==> src/rtl/rv16_div_seq.sv <==
// Sequencer for 16-bit unsigned restoring division. It uses an external subtract unit through the sub_* ports.
// Optional macro RV16_DIV_EARLY_OUT_EN: when dividend < divisor, finish in a single cycle.
module rv16_div_seq #(
  parameter int DATA  = 16,
  parameter int CNT_W = 5
) (
  input  logic            clk,
  input  logic            rst,
  input  logic            start,
  input  logic [DATA-1:0] dividend,
  input  logic [DATA-1:0] divisor,
  output logic            busy,
  output logic            done,
  output logic [DATA-1:0] quotient,
  output logic [DATA-1:0] remainder,
  output logic            div_by_zero,
  output logic [DATA-1:0] sub_a,
  output logic [DATA-1:0] sub_b,
  output logic            sub_bin,
  input  logic [DATA-1:0] sub_diff,
  input  logic            sub_bout
);

  typedef enum logic [1:0] {S_IDLE, S_RUN, S_DONE} state_t;

  localparam logic [CNT_W-1:0] LAST = CNT_W'(DATA - 1);

  state_t           state_q, state_d;
  logic [DATA-1:0]  r_q, r_d;
  logic [DATA-1:0]  q_q, q_d;
  logic [DATA-1:0]  d_q, d_d;
  logic [DATA-1:0]  quot_q, quot_d;
  logic [DATA-1:0]  rem_q, rem_d;
  logic             dbz_q, dbz_d;
  logic [CNT_W-1:0] cnt_q, cnt_d;
  logic [DATA-1:0]  shift_r;
  logic             ok;

  assign shift_r = {r_q[DATA-2:0], q_q[DATA-1]};
  // A set R MSB means the 17-bit partial remainder beats any divisor; the wrapped difference is still exact.
  assign ok      = r_q[DATA-1] | ~sub_bout;

  // Outside RUN the unit compares the raw operands; the early-out path relies on this.
  assign sub_a   = (state_q == S_RUN) ? shift_r : dividend;
  assign sub_b   = (state_q == S_RUN) ? d_q : divisor;
  assign sub_bin = 1'b0;

  assign busy        = (state_q == S_RUN);
  assign done        = (state_q == S_DONE);
  assign quotient    = quot_q;
  assign remainder   = rem_q;
  assign div_by_zero = dbz_q;

  always_comb begin
    state_d = state_q;
    r_d     = r_q;
    q_d     = q_q;
    d_d     = d_q;
    quot_d  = quot_q;
    rem_d   = rem_q;
    dbz_d   = dbz_q;
    cnt_d   = cnt_q;
    case (state_q)
      S_IDLE: begin
        if (start) begin
          d_d   = divisor;
          q_d   = dividend;
          r_d   = '0;
          cnt_d = '0;
          if (divisor == '0) begin
            state_d = S_DONE;
            quot_d  = '1;
            rem_d   = dividend;
            dbz_d   = 1'b1;
          end
`ifdef RV16_DIV_EARLY_OUT_EN
          else if (sub_bout) begin
            state_d = S_DONE;
            quot_d  = '0;
            rem_d   = dividend;
            dbz_d   = 1'b0;
          end
`endif
          else begin
            state_d = S_RUN;
          end
        end
      end
      S_RUN: begin
        cnt_d = cnt_q + 1'b1;
        if (ok) begin
          r_d = sub_diff;
          q_d = {q_q[DATA-2:0], 1'b1};
        end else begin
          r_d = shift_r;
          q_d = {q_q[DATA-2:0], 1'b0};
        end
        if (cnt_q == LAST) begin
          state_d = S_DONE;
          quot_d  = q_d;
          rem_d   = r_d;
          dbz_d   = 1'b0;
        end
      end
      S_DONE: state_d = S_IDLE;
      default: state_d = S_IDLE;
    endcase
  end

  always_ff @(posedge clk) begin
    if (rst) begin
      state_q <= S_IDLE;
      r_q     <= '0;
      q_q     <= '0;
      d_q     <= '0;
      quot_q  <= '0;
      rem_q   <= '0;
      dbz_q   <= 1'b0;
      cnt_q   <= '0;
    end else begin
      state_q <= state_d;
      r_q     <= r_d;
      q_q     <= q_d;
      d_q     <= d_d;
      quot_q  <= quot_d;
      rem_q   <= rem_d;
      dbz_q   <= dbz_d;
      cnt_q   <= cnt_d;
    end
  end

endmodule

==> config.mk <==
export PLATFORM = sky130hd
export DESIGN_NAME = rv16_div_seq
export DESIGN_NICKNAME = d
export VERILOG_FILES = /design/src/rtl/rv16_div_seq.sv
export SDC_FILE = /design/constraint.sdc
export NUM_CORES = 1
export LEC_CHECK = 0
export CAP_MARGIN = 20
export CORE_ASPECT_RATIO = 0.5
export CORE_MARGIN = 4
export CORE_UTILIZATION = 25
export DETAILED_ROUTE_END_ITERATION = 8
export SETUP_SLACK_MARGIN = 0.2
export SYNTH_ARGS = -nofsm -noshare
export SYNTH_HDL_FRONTEND = slang
export SYNTH_SLANG_ARGS = --single-unit
==> constraint.sdc <==
create_clock -name clk -period 2.3 [get_ports clk]
set_input_delay 0.46 -clock clk [delete_from_list [all_inputs] [get_ports clk]]
set_output_delay 0.46 -clock clk [all_outputs]
set_load 0.01 [all_outputs]
=== After elaboration in Yosys (flattened, before gate mapping) ===
Index checks and enable logic that the tools add are counted.

* Output and inout bits: 68
* Logic and storage cells: 50
* Register bits after elaboration: 88
* Input port bits: 52

* $add $sub $neg: 1
* Bitwise operators: 2
* Reduce and logical (&&, ||, !) cells: 7
* Eq/ne operators: 6
* Multiplexer cells: 26

{| class="wikitable"
|+ Operators with widths
! operator !! number
|-
| $mux W16 || 11
|-
| $pmux W16 S2 || 4
|-
| $logic_not A16 Y1 || 1
|-
| $pmux W5 S2 || 1
|-
| $mux W2 || 3
|-
| $reduce_and A2 Y1 || 3
|-
| $add A5 B1 Y5 const B || 1
|-
| $eq A5 B4 Y1 const B || 1
|-
| $mux W5 || 1
|-
| $mux W1 || 4
|-
| $ne A2 B2 Y1 const B || 2
|-
| $pmux W2 S2 || 1
|-
| $reduce_and A4 Y1 || 1
|-
| $eq A2 B1 Y1 const B || 1
|-
| $eq A2 B2 Y1 const B || 1
|-
| $logic_not A2 Y1 || 1
|-
| $ne A2 B1 Y1 const B || 1
|-
| $pmux W1 S2 || 1
|-
| $reduce_bool A2 Y1 || 1
|-
| $not A1 Y1 || 1
|-
| $or A1 B1 Y1 || 1
|}

=== Depth between registers and ports, before layout ===
* Depth after elaboration: 5
* Gate-level depth with buffers: 9
* Depth with buffers taken out: 7

=== Worst setup path after synthesis ===
OpenSTA, ideal clock, no wires.

* Path kind: register to output
* Start: register state_q[0]
* End: output sub_b[10]
* Setup slack: 0.523 ns
* Path buffers: 2
* Data required time: 1.840 ns
* Stages on the path, launching flop included: 7
* Arrival time: 1.317 ns
* Path through: dfxtp_1 -> nand2b_2 -> inv_2 -> buf_2 -> buf_1 -> nand2_1 -> nand2_1

* Word-level cells in the longest chain between the ends: 2

{| class="wikitable"
|+ Ends and longest elaborated chain
! element !! RTL line !! text
|-
| start, declared || 28 || <nowiki>state_t state_q, state_d;</nowiki>
|-
| start signal, assigned || 121 || <nowiki>state_q <= state_d;</nowiki>
|-
| $eq A2 B1 Y1 || -- ||
|-
| via busy || 12 || <nowiki>output logic busy,</nowiki>
|-
| $mux W16 || 45 || <nowiki>assign sub_b = (state_q == S_RUN) ? d_q : divisor;</nowiki>
|-
| end, declared || 18 || <nowiki>output logic [DATA-1:0] sub_b,</nowiki>
|}

The timed path passes the listed nets, and every way through them passes these cells.

=== Worst setup path in the final report ===
* Start: register state_q[1]
* End: output sub_b[0]

* Word-level cells in the longest chain between the ends: 2

{| class="wikitable"
|+ Ends and longest elaborated chain
! element !! RTL line
|-
| $eq A2 B1 Y1 || 45
|-
| $mux W16 || 45
|}

Every way passes these cells.

==> impl_metrics.yaml <==
synth:
  post_synth.cell_area_avg_sq_um: 8.10
  synthMostInstantiatedCell: "nand2_1"
  syn_nets: 518
  syn_inst: 464
  synthTopCellsByCount: "nand2_1 (162), dfxtp_1 (88), a21oi_1 (52)"
  synth_area_sq_um: 3760
  ys_ff_latch: 88
  synth.area.top_cells: "dfxtp_1 (47%), nand2_1 (16%), a311oi_1 (7.2%), a21oi_1 (6.9%), o221a_1 (3.9%)"
  async_flop_share: 0
  synth-warning-count: 0
  synth_ff_type: "dfxtp_1"
  synth_top_cell_by_area: "dfxtp_1"
  synth_edf_count: 0
  ys_types: 36
  synth_top_area_share: 0.469
  yosysSeqAreaShare: 0.469
timing:
  fin_ws_ns: 0.204
  grt_setup_unrepaired: "yes"
  slew_headroom: 0.615
  setup_violations: 0
  finClkSkew_ns: 0.00626
  drv_slew: 0
  period_minus_slack_ns: 2.10
  fmax_mhz: 477
  worst_pin_slew_ns: 0.576
  finalHoldViolCount: 0
  min_period_over_period: 0.911
floorplan:
  io_pins: 120
  fp.dieW_um: 181
  core_area_sq_um: 14600
  core.rowCount: 31
  fp.dieArea_sq_um: 17200
  die_h_um: 94.7
  start_util: 0.258
worst_setup_path:
  reg2reg_from: "cnt_q[0]$_SDFFE_PP0P_"
  cp_data_required_time_ns: 1.84
  slowest_stage: "dfxtp_2"
  critical_path_arrival_ns: 1.64
  cp_common_cell: "nand2_1"
  worstPathMaxFanout: 14
  crit_path_end_kind: "output pin"
  critical_path_class: "reg2out"
  slowest_delay_ns: 0.38
  worst-path-buf-inv: 3
  startpoint: "state_q[1]$_SDFFE_PP0P_"
  crit_chain: "nand2b_4 -> inv_4 -> bufbuf_16 -> nand2_1 -> nand2_1 -> dlygate4sd2_1"
  path_delay_family: "buffers and inverters"
  startpoint_type: "register"
min_path:
  hp-start: "d_q[9]$_SDFFE_PP0P_"
  hp-class: "reg2reg"
placement:
  dpl.hpwl_um: 8650
  gp_congestion: 0.847
  pre_cts_slack_ns: -0.128
  place_area_sq_um: 5200
  portBuffers: 118
cts:
  clock_latency_ns: 0.33
  root_buffer: "clkbuf_16"
  clk_transition_reported_paths_ns: 0.06
  hold_buffers: 0
  h-tree-depth: 3
  cts_tree: "yes"
  cts_max_path_buffers: 2
  numCtsBuffers: 9
  cts.sinks: 88
drt:
  vias: 3717
  drc_errors: 0
  wl_um: 12000
  vias_per_cell: 4.73
  ant_nets: 0
  drt_iter0_drc: 226
  firstDrtPassIters: 4
  wl_per_cell_um: 15.2
run:
  maxCapViolCount: 0
status:
  status: "completed"
pwr:
  p_leak_nw: 2.32
  p_int_mw: 2.83
  p_sw_mw: 1.10
  vdd_drop_max_v: 0.000392
  power_density_nw_per_um2: 697
  p_clk_frac: 0.361
  swShare: 0.280
  p_seq_frac: 0.432
  comb_power_share: 0.207
layout:
  syn_to_final_growth_pct: 50.0
  fin_area_sq_um: 5630
  fin_nets: 637
  drive_gt1_frac: 0.114
  diodes: 0
grt:
  grt_pass1_vias: 3470
  grt_max_degree: 39
  antenna_found_initial: 0
  grt_pass1_wl_um: 18600
  overflow: 0
  grt_use_total: 0.134
[power groups by stage]
stage                     Combinational [mW]  Clock, mW  Sequential (mW)
after CTS                              0.807       1.45             1.70
after detailed placement               0.806          0             1.73
final                                  0.814       1.42             1.69
after floorplan                        0.379          0             1.73
after global routing                   0.887       1.51             1.71
after global placement                 0.801          0             1.73
[worst paths after layout]
kind | cells after the start | end | slack (ns)
worst max-delay path | 6 | sub_b[0] | 0.20
worst min-delay path | 2 | d_q[9]$_SDFFE_PP0P_ | 0.45
worst max register to register | 7 | quotient[15]$_SDFFE_PP0P_ | 0.35
worst min register to register | 2 | d_q[9]$_SDFFE_PP0P_ | 0.45
[placed cells by master, fill, tap and decap left out, drive strengths merged, types with 3 or more instances in the layout]
cell,netlist,layout
a311oi,31,31
a21oi,53,53
nor3,3,3
o221a,15,15
and3,3,3
dfxtp,88,88
a22oi,16,16
clkdlybuf4s50,0,84
dlymetal6s2s,0,14
nor2,25,25
nor4,4,4
clkbuf,17,13
buf,22,28
dlygate4sd2,0,19
nand2,162,162
inv,4,6
[metrics by stage]
| step | hold WS (ns) | power (mW) | instances | utilization | setup TNS (ns) |
|---|---|---|---|---|---|
| floorplan | 0.436 | 2.11 | 464 | - | 0 |
| global placement | 0.442 | 2.53 | 767 | 0.356 | -0.383 |
| detailed placement | 0.447 | 2.53 | 767 | 0.356 | -3.03 |
| CTS | 0.456 | 3.96 | 784 | 0.379 | -0.0615 |
| global route | 0.473 | 4.11 | 786 | 0.386 | 0 |
| finish | 0.453 | 3.93 | 786 | 0.386 | 0 |
[worst min-delay path, stage by stage (launching register included)]
cell and delay [ns]:
dfxtp_1 0.31, nand2_1 0.05, a21oi_1 0.05
[flip-flops by register name, indices dropped and copies added (netlist names)]
name,count
q_q,16
remainder,16
cnt_q,5
r_q,16
quotient,16
d_q,16
state_q,2
div_by_zero,1
[per-layer routing]
metal,track usage,share of wire
met3,0.0254,0.036
met1,0.178,0.46
met5,0,0
met4,0.0281,0.0068
met2,0.231,0.50
[cell families after synthesis]
logic type | after synthesis | synth area share
and+or+nand+nor | 206 | 0.220
buffers and inverters | 43 | 0.0623
muxes | 1 | 0.00266
DFF | 88 | 0.469
AOI/OAI and AO/OA | 121 | 0.234
adders and majority gates | 2 | 0.00666
xor gates and xnor gates | 2 | 0.00466
other | 1 | 0.000998
[timing repair]
item,CTS,global route
cloned,1,1
gates resized for setup,28,25
setup buffers,0,1
endpoints found under the setup margin,48,68
[cell type report]
class / instances / area [sq um]
clock buffers: 12 / 256
clock inverters: 4 / 36.3
fillers: 1516 / 8950
inverters: 4 / 17.5
multi-input cells: 333 / 1810
flip-flops and latches: 88 / 1760
well taps: 198 / 248
repair buffers: 147 / 1510
Note: power is estimated with default switching activity, not from simulation.
